$ cat config.mk
export PLATFORM = sky130hd
export DESIGN_NAME = obuf_stream_shuffler
export DESIGN_NICKNAME = d
export VERILOG_FILES = /design/src/rtl/obuf_shuffle_pkg.sv /design/src/rtl/obuf_beat_fifo.sv /design/src/rtl/obuf_stream_shuffler.sv
export SDC_FILE = /design/constraint.sdc
export NUM_CORES = 2
export LEC_CHECK = 0
export BUFFER_PORTS_ARGS = -buffer_cell sky130_fd_sc_hd__clkbuf_2
export CORE_UTILIZATION = 53
export CTS_BUF_LIST = sky130_fd_sc_hd__clkbuf_16
export CTS_CLUSTER_DIAMETER = 30
export DETAILED_ROUTE_END_ITERATION = 10
export PLACE_DENSITY = 0.88
export SYNTH_ARGS = -nofsm -noshare
export SYNTH_HDL_FRONTEND = slang
export SYNTH_SLANG_ARGS = --single-unit
export TNS_END_PERCENT = 5
$ cat constraint.sdc
create_clock -name clk -period 27.7 [get_ports clk]
set_clock_uncertainty 0.2 [all_clocks]
set_input_delay 1.385 -clock clk [delete_from_list [all_inputs] [get_ports clk]]
set_output_delay 1.385 -clock clk [all_outputs]
set_load 0.02 [all_outputs]
$ cat src/rtl/obuf_shuffle_pkg.sv
// Shared types and elaboration helpers for the streaming OBUF shuffler.
package obuf_shuffle_pkg;

    typedef enum logic [1:0] {
        ST_IDLE = 2'd0,
        ST_RUN  = 2'd1,
        ST_DONE = 2'd2
    } state_t;

    typedef enum logic {
        MODE_INTERLEAVE = 1'b0,
        MODE_TRANSPOSE  = 1'b1
    } mode_t;

    // True when a DDR beat splits exactly into `ratio` bank-wide words.
    function automatic bit ratio_ok(input int ddr_bw, input int banks,
                                    input int dw, input int ratio);
        if (banks < 1 || dw < 1 || ratio < 1)
            return 1'b0;
        return ((ddr_bw % (banks * dw)) == 0) && (ratio == ddr_bw / (banks * dw));
    endfunction

endpackage

$ cat src/rtl/obuf_beat_fifo.sv
// Small synchronous FIFO holding whole DDR beats; the head is readable
// combinationally so the shuffler can present word 0 the cycle after a push.
module obuf_beat_fifo #(
    parameter int WIDTH = 512,
    parameter int DEPTH = 2,
    localparam int PTR_W = (DEPTH > 1) ? $clog2(DEPTH) : 1,
    localparam int CNT_W = $clog2(DEPTH + 1)
) (
    input  logic             clk,
    input  logic             reset,
    input  logic             push,
    input  logic [WIDTH-1:0] push_data,
    input  logic             pop,
    output logic [WIDTH-1:0] head_data,
    output logic             full,
    output logic             empty,
    output logic [CNT_W-1:0] count
);
    import obuf_shuffle_pkg::*;

    logic [WIDTH-1:0] mem [DEPTH];
    logic [PTR_W-1:0] wr_ptr_reg;
    logic [PTR_W-1:0] rd_ptr_reg;
    logic [CNT_W-1:0] count_reg;
    logic             do_push;
    logic             do_pop;

    assign full      = (count_reg == CNT_W'(DEPTH));
    assign empty     = (count_reg == '0);
    assign count     = count_reg;
    assign do_push   = push && !full;
    assign do_pop    = pop && !empty;
    assign head_data = mem[rd_ptr_reg];

    // Storage write; contents need no reset because empty gates every read.
    always_ff @(posedge clk) begin
        if (do_push)
            mem[wr_ptr_reg] <= push_data;
    end

    // Pointer and occupancy bookkeeping; pointers wrap at DEPTH (not 2^n).
    always_ff @(posedge clk or posedge reset) begin
        if (reset) begin
            wr_ptr_reg <= '0;
            rd_ptr_reg <= '0;
            count_reg  <= '0;
        end else begin
            if (do_push)
                wr_ptr_reg <= (wr_ptr_reg == PTR_W'(DEPTH - 1)) ? '0 : wr_ptr_reg + 1'b1;
            if (do_pop)
                rd_ptr_reg <= (rd_ptr_reg == PTR_W'(DEPTH - 1)) ? '0 : rd_ptr_reg + 1'b1;
            if (do_push && !do_pop)
                count_reg <= count_reg + 1'b1;
            else if (do_pop && !do_push)
                count_reg <= count_reg - 1'b1;
        end
    end

endmodule

$ cat src/rtl/obuf_stream_shuffler.sv
// Streaming OBUF shuffler: buffers DDR beats and serialises each into RATIO
// bank-wide words using an interleave or transpose lane mapping.
module obuf_stream_shuffler #(
    parameter int DDR_BANDWIDTH = 512,
    parameter int NUM_BANKS     = 8,
    parameter int DATA_WIDTH    = 8,
    parameter int RATIO         = DDR_BANDWIDTH / (NUM_BANKS * DATA_WIDTH),
    parameter int FIFO_DEPTH    = 2,
    parameter int CNT_W         = 16
) (
    input  logic                            clk,
    input  logic                            reset,
    input  logic                            cfg_start,
    input  logic                            cfg_mode,
    input  logic [CNT_W-1:0]                cfg_num_beats,
    input  logic                            in_valid,
    output logic                            in_ready,
    input  logic [DDR_BANDWIDTH-1:0]        in_data,
    output logic                            out_valid,
    input  logic                            out_ready,
    output logic [NUM_BANKS*DATA_WIDTH-1:0] out_data,
    output logic                            out_last,
    output logic                            busy,
    output logic                            done
);
    import obuf_shuffle_pkg::*;

    localparam int IDX_W  = (RATIO > 1) ? $clog2(RATIO) : 1;
    localparam int FCNT_W = $clog2(FIFO_DEPTH + 1);

    if (!ratio_ok(DDR_BANDWIDTH, NUM_BANKS, DATA_WIDTH, RATIO)) begin : g_bad_ratio
        $error("obuf_stream_shuffler: DDR_BANDWIDTH must equal RATIO*NUM_BANKS*DATA_WIDTH");
    end
    if (FIFO_DEPTH < 2) begin : g_bad_depth
        $error("obuf_stream_shuffler: FIFO_DEPTH must be at least 2");
    end

    state_t                   state_reg;
    mode_t                    mode_reg;
    logic [CNT_W-1:0]         num_beats_reg;
    logic [CNT_W-1:0]         beats_in_reg;
    logic [CNT_W-1:0]         beats_out_reg;
    logic [IDX_W-1:0]         word_idx_reg;

    logic [DDR_BANDWIDTH-1:0] fifo_head;
    logic                     fifo_full;
    logic                     fifo_empty;
    logic [FCNT_W-1:0]        fifo_count;
    logic                     push;
    logic                     pop;
    logic                     out_hs;
    logic                     word_last;

    assign in_ready  = (state_reg == ST_RUN) && !fifo_full && (beats_in_reg < num_beats_reg);
    assign out_valid = (state_reg == ST_RUN) && !fifo_empty;
    assign word_last = (word_idx_reg == IDX_W'(RATIO - 1));
    assign out_last  = out_valid && word_last && (beats_out_reg == num_beats_reg - 1'b1);
    assign push      = in_valid && in_ready;
    assign out_hs    = out_valid && out_ready;
    assign pop       = out_hs && word_last;
    assign busy      = (state_reg != ST_IDLE);
    assign done      = (state_reg == ST_DONE);

    obuf_beat_fifo #(
        .WIDTH (DDR_BANDWIDTH),
        .DEPTH (FIFO_DEPTH)
    ) u_fifo (
        .clk       (clk),
        .reset     (reset),
        .push      (push),
        .push_data (in_data),
        .pop       (pop),
        .head_data (fifo_head),
        .full      (fifo_full),
        .empty     (fifo_empty),
        .count     (fifo_count)
    );

    // Each bank lane picks its element from the FIFO head; output is zero when idle.
    for (genvar gi = 0; gi < NUM_BANKS; gi++) begin : g_lane
        logic [DATA_WIDTH-1:0] lane_val;

        // Select this lane's element for the current word under the latched mode.
        always_comb begin
            lane_val = '0;
            for (int k = 0; k < RATIO; k++) begin
                if (word_idx_reg == IDX_W'(k)) begin
                    if (mode_reg == MODE_TRANSPOSE)
                        lane_val = fifo_head[(gi * RATIO + k) * DATA_WIDTH +: DATA_WIDTH];
                    else
                        lane_val = fifo_head[(k * NUM_BANKS + gi) * DATA_WIDTH +: DATA_WIDTH];
                end
            end
        end

        assign out_data[gi * DATA_WIDTH +: DATA_WIDTH] = out_valid ? lane_val : '0;
    end

    // Transfer control: configuration latch, FSM and beat/word counters.
    always_ff @(posedge clk or posedge reset) begin
        if (reset) begin
            state_reg     <= ST_IDLE;
            mode_reg      <= MODE_INTERLEAVE;
            num_beats_reg <= '0;
            beats_in_reg  <= '0;
            beats_out_reg <= '0;
            word_idx_reg  <= '0;
        end else begin
            case (state_reg)
                ST_IDLE: begin
                    if (cfg_start) begin
                        mode_reg      <= mode_t'(cfg_mode);
                        num_beats_reg <= cfg_num_beats;
                        beats_in_reg  <= '0;
                        beats_out_reg <= '0;
                        word_idx_reg  <= '0;
                        state_reg     <= (cfg_num_beats == '0) ? ST_DONE : ST_RUN;
                    end
                end
                ST_RUN: begin
                    if (push)
                        beats_in_reg <= beats_in_reg + 1'b1;
                    if (out_hs) begin
                        if (word_last) begin
                            word_idx_reg  <= '0;
                            beats_out_reg <= beats_out_reg + 1'b1;
                        end else begin
                            word_idx_reg <= word_idx_reg + 1'b1;
                        end
                        if (out_last)
                            state_reg <= ST_DONE;
                    end
                end
                ST_DONE: state_reg <= ST_IDLE;
                default: state_reg <= ST_IDLE;
            endcase
        end
    end

endmodule

### Word level (Yosys, flattened, before mapping)

Memory sizes are Yosys's and may differ from the RTL's.
Cells that the tools add are included.

* output and inout bits: 69
* logic and storage cells: 212
* flip-flop bits (word level): 58
* memory bits (writable): 1024
* memories: 1

Memories
* u_fifo.mem: words 2, width 512, rd ports 1, clocked after memory_dff 0, wr ports 1, RTL line obuf_beat_fifo.sv:21 `logic [WIDTH-1:0] mem [DEPTH];`

* reduce and logical (&&, ||, !) cells: 28
* mux-type cells: 149
* equal/unequal tests: 16
* $add $sub $neg: 8
* order comparisons: 1

Operators with widths (number)
* $mux W8: 128
* $mux W16: 4
* $pmux W16 S2: 2
* $add A16 B1 Y16 const B: 2
* $eq A16 B16 Y1: 1
* $logic_not A16 Y1: 1
* $lt A16 B16 Y1: 1
* $sub A16 B1 Y16 const B: 1
* $eq A3 B3 Y1 const B: 4
* $logic_and A1 B1 Y1: 12
* $mux W2: 6
* $mux W3: 3
* $reduce_and A3 Y1: 3
* $ne A2 B2 Y1 const B: 4
* $eq A3 B2 Y1 const B: 2
* $pmux W3 S2: 1
* $reduce_bool A2 Y1: 3
* $eq A2 B2 Y1 const B: 2
* $logic_not A1 Y1: 4
* $logic_not A2 Y1: 2
* $mux W1: 4
* $pmux W2 S2: 1
* $reduce_and A4 Y1: 1
* $add A3 B1 Y3 const B: 1
* 8 further kinds: 9

### Logic depth before layout (Yosys ltp)

An unclocked memory read counts as a cell.

* depth in word-level cells: 11
* mapped depth: 11
* gate-level depth less buffers: 10

### By module

From an unflattened synthesis, not the netlist that was laid out.

* cells, all modules: 3221
* area total of the unflattened synthesis: 49665.1 µm²

By module, submodules not included
* obuf_beat_fifo: area each 37332.1 µm², seq. area each 30849.6 µm², times used 1, cells each 1613
* obuf_stream_shuffler: area each 12333.1 µm², seq. area each 1351.3 µm², times used 1, cells each 1608

### Worst setup path before layout

Ideal clock, no wire load.

* kind: register to register
* start: reg num_beats_reg[3]
* end: mem u_fifo.mem[0][0], enable pin
* arrival: 24.551 ns
* cell stages (with the launch flop): 9
* slack: 1.489 ns
* setup time: 1.461 ns
* path through: dfrtp_1 inv_1 ha_1 or4_1 a21oi_1 o311ai_1 a21oi_1 buf_2 nor2b_1

* cells in the longest elaborated chain, start to end: 6

Ends and longest elaborated chain
* start: declaration: RTL line obuf_stream_shuffler.sv:40 `logic [CNT_W-1:0] num_beats_reg;`
* start signal: assignment: RTL line obuf_stream_shuffler.sv:113 `num_beats_reg <= cfg_num_beats;`
* $lt A16 B16 Y1: RTL line obuf_stream_shuffler.sv:54 `assign in_ready = (state_reg == ST_RUN) && !fifo_full && (beats_in_reg < num_beats_reg);`
* $logic_and A1 B1 Y1: RTL line obuf_stream_shuffler.sv:54
* $logic_and A1 B1 Y1: RTL line obuf_stream_shuffler.sv:58 `assign push = in_valid && in_ready;`
* $logic_and A1 B1 Y1: RTL line obuf_beat_fifo.sv:31 `assign do_push = push && !full;`
* net u_fifo.do_push: RTL line obuf_beat_fifo.sv:25 `logic do_push;`
* $mux W1: RTL line obuf_beat_fifo.sv:37 `if (do_push)`
* $mux W1 (implied by the code): RTL line obuf_beat_fifo.sv:38 `mem[wr_ptr_reg] <= push_data;`
* end: declaration: RTL line obuf_beat_fifo.sv:21

The timed path passes the listed nets, and every way through them passes these cells.

### Final worst setup path

* start: reg u_fifo.rd_ptr_reg
* end: out out_data[62]

* cells in the longest elaborated chain, start to end: 11
* elaborated cells between the ends (all ways): 17

Ends and longest elaborated chain
* start: declaration: RTL line obuf_beat_fifo.sv:23 `logic [PTR_W-1:0] rd_ptr_reg;`
* start signal: assignment: RTL line obuf_beat_fifo.sv:51 `rd_ptr_reg <= (rd_ptr_reg == PTR_W'(DEPTH - 1)) ? '0 : rd_ptr_reg + 1'b1;`
* $mem_v2 Z2 W512 (*)
* $mux W8: RTL line obuf_stream_shuffler.sv:88 `if (mode_reg == MODE_TRANSPOSE)`
* $mux W8 (7 in a row): RTL line obuf_stream_shuffler.sv:87 `if (word_idx_reg == IDX_W'(k)) begin`
* $mux W8 (*): RTL line obuf_stream_shuffler.sv:87
* $mux W8 (*): RTL line obuf_stream_shuffler.sv:96 `assign out_data[gi * DATA_WIDTH +: DATA_WIDTH] = out_valid ? lane_val : '0;`
* end: declaration: RTL line obuf_stream_shuffler.sv:21 `output logic [NUM_BANKS*DATA_WIDTH-1:0] out_data,`

Every way passes the cells marked *; elsewhere a longest branch is shown, timed or not.

==> impl_results.md <==
- #FFs+latches synth: 1082
- Share of cells above drive strength 1: 41.7%
- Antenna-violating nets left: 0
- Starting Density: 53.7%
- Die area: 0.0944 sq mm
- Relative slew slack: -2.13%
- CTS buffer count: 208
- CTS max path bufs: 3
- VDD IR max: 0.0818 mV
- Cell accounting for the most synthesized area: edfxtp_1
- Slew @ Worst Pin: 1.49 ns
- Routed WL per cell: 37.0 um
- GRT Total Usage: 37.3%
- Most frequent cells in the layout: 1024 x edfxtp_1, 602 x clkbuf_2, 440 x mux4_2
- DR vias/cell: 7.23
- XOR/XNOR share of the synthesized area: 0.762%
- Dominant cells by area after synthesis: edfxtp_1 62%, mux4_2 20%, dfrtp_1 2.9%, mux2i_1 1.6%, o21ai_0 1.3%
- Hold_sp: beats_in_reg[13]
- Largest net degree at the start of global routing: 187
- P&R area growth vs syn: 23.7%
- Final Critical Period: 8.03 ns
- Synthesized area: 0.0494 sq mm
- Yosys warning total: 0
- Die Y: 307 um
- CP max FO: 115
- Worst flop-to-flop path startpoint: num_beats_reg[3]
- Slowest cell on the critical path: buf_4
- Hold Buf Count CTS: 0
- Synth Area in Compound Gates: 6.40%
- CP Capture Type: primary output
- Initial antenna violation count: 83
- DR pass1 iterations: 8
- Syn Area/Cell: 18.1 sq um
- Startpoint Class: flop
- Port bufs: 602
- Core area: 0.0919 sq mm
- CP dominant cell by count: buf_4
- Synth Area in Simple Gates: 3.15%
- Largest Register: u_fifo.mem
- Max stage delay on crit path: 0.90 ns
- CTS resizes: 0
- H-tree depth: 4
- Crit-path cells: buf_12 > buf_4 > buf_4 > mux4_2 > o22ai_1 > nor2_1 > o21ai_0 > a221oi_1 > clkbuf_2
- Setup TNS: 0 ns
- Final count of hold timing violations: 0
- # Post-CTS Setup Buffers: 0
- Hold/Removal Path Class: reg -> reg
- Nets: 3961
- Clock-pin slew on the worst setup and hold paths: 0.05 ns
- Syn Nets: 3282
- Asr flop ratio synth: 5.36%
- GP Congestion: 0.938
- Clock Tree Root: clkbuf_16
- # DRC: 0
- CTS tree: done
- Synth Area in Adders: 0.633%
- Sequential element share of the synthesized area: 65.2%
- Power consumption: 7.77 mW
- Failing checks: capacitance limit, slew limit
- Max-Cap Viols: 1
- CP arrival: 6.44 ns
- Pwr dens: 127 mW/mm^2
- Main combinational cell family by area after synthesis: multiplexers
- Via count: 35400
- Synth Instances: 2723
- RSZ-0062 raised after global routing: no
- Multiplexer area fraction after synthesis: 21.9%
- Top FF cell, synth: edfxtp_1
- First-pass GRT wire length: 246000 um
- Fin. max-slew vios: 1
- Number of flops mapped to enable cells by yosys: 1024
- # setup viols final: 0
- Global route overflow: 0
- Synth unique cells: 66
- Post-synth top area share: 62.3%
- Number of DRC markers in iteration 0: 6325
- Vias in the first global route: 34500
- Die Width: 307 um
- Leak Pwr: 21.3 nW
- Final Routed Wirelength: 181000 um
- Hpwl dp: 115000 um
- Critical path startpoint: u_fifo.rd_ptr_reg
- WP data required: 26.11 ns
- Period utilization: 29.0%
- Status: finished, violations left
- Leading cell type in the layout, fill and taps excluded: edfxtp_1
- Worst skew pair latency: 0.79 ns
- Clk sink count: 1082
- # rows: 111
- Largest register FFs: 1024
- Number of I/O pins: 603
- CP Class: reg -> out
- Fmax: 125 MHz
==> worst paths after layout <==
check | end | slack (ns) | depth (start not counted)
max | out_data[62] | 19.67 | 9
min | beats_in_reg[13] | 0.32 | 1
max reg2reg | u_fifo.mem[1][128] | 21.19 | 10
min reg2reg | beats_in_reg[13] | 0.32 | 1
max in group asynchronous | u_fifo.rd_ptr_reg | 26.03 | 3
min in group asynchronous | beats_in_reg[10] | 0.60 | 3
==> cells in the mapped netlist (all sizes together) (10+ instances only) <==
cell     count
clkbuf     122
a21oi      102
mux2i       80
xnor2       22
a22o        17
dfrtp       58
o221ai      19
o21ai      128
edfxtp    1024
a2111oi     15
ha          25
o211ai      14
inv         28
a22oi       37
nand2      111
xor2        21
a211oi      40
nor4        10
o22ai       45
nor3        30
nand4       16
nand3       31
nor2        93
buf         75
a221oi      21
mux4       440
==> routing by layer <==
| metal | global-route usage, % | share of wire [%] | up-vias |
|---|---|---|---|
| li1 | - | - | 13100 |
| met1 | 45.3 | 31 | 17300 |
| met2 | 55.4 | 45 | 4002 |
| met3 | 13.4 | 15 | 908 |
| met4 | 27.4 | 8.5 | 42 |
| met5 | 0 | 0.15 | - |
==> kinds of logic after synthesis <==
| family | count (synthesis) |
|---|---|
| xor+xnor | 43 |
| flops | 1082 |
| compound gates | 485 |
| simple gates | 334 |
| buf+inv | 225 |
| mux | 529 |
| fa+ha+maj | 25 |
==> area by class of cell <==
class / count / area [sq um]
fill: 5795 / 30800
sequential: 1082 / 32200
timing repair buffer: 666 / 3560
tap: 1243 / 1560
antenna: 63 / 158
multi-input combinational: 1416 / 16300
inverter: 28 / 105
clock buffer: 209 / 5230
clock inverter: 181 / 1960
==> critical path: cells and delay by family, from the launching register on <==
| family | cells | cell delay, ns |
|---|---|---|
| buffers and inverters | 4 | 2.66 |
| flip-flops | 1 | 0.86 |
| AO/OA/AOI/OAI | 3 | 1.08 |
| multiplexers | 1 | 0.45 |
| AND/OR/NAND/NOR | 1 | 0.35 |
==> metrics by stage <==
stage	cells	worst slack [ns]	hold slack, ns	utilization [%]	cell area (sq um)
after floorplan	2723	1.49	0.255	-	49400
after global placement	4435	20.69	0.310	58.5	53700
after detailed placement	4435	20.48	0.319	58.5	53700
after CTS	4825	19.67	0.325	66.3	60900
after global routing	4867	19.28	0.354	66.4	61000
final	4888	19.67	0.319	66.5	61100
==> report_power, final <==
part	leakage, nW	internal [mW]	switching (mW)	total (mW)
Clock	3.49	1.63	0.919	2.55
Sequential	10.2	2.20	0.217	2.42
Combinational	7.62	0.974	1.82	2.80
No activity file was read; power rests on OpenSTA's default activity.
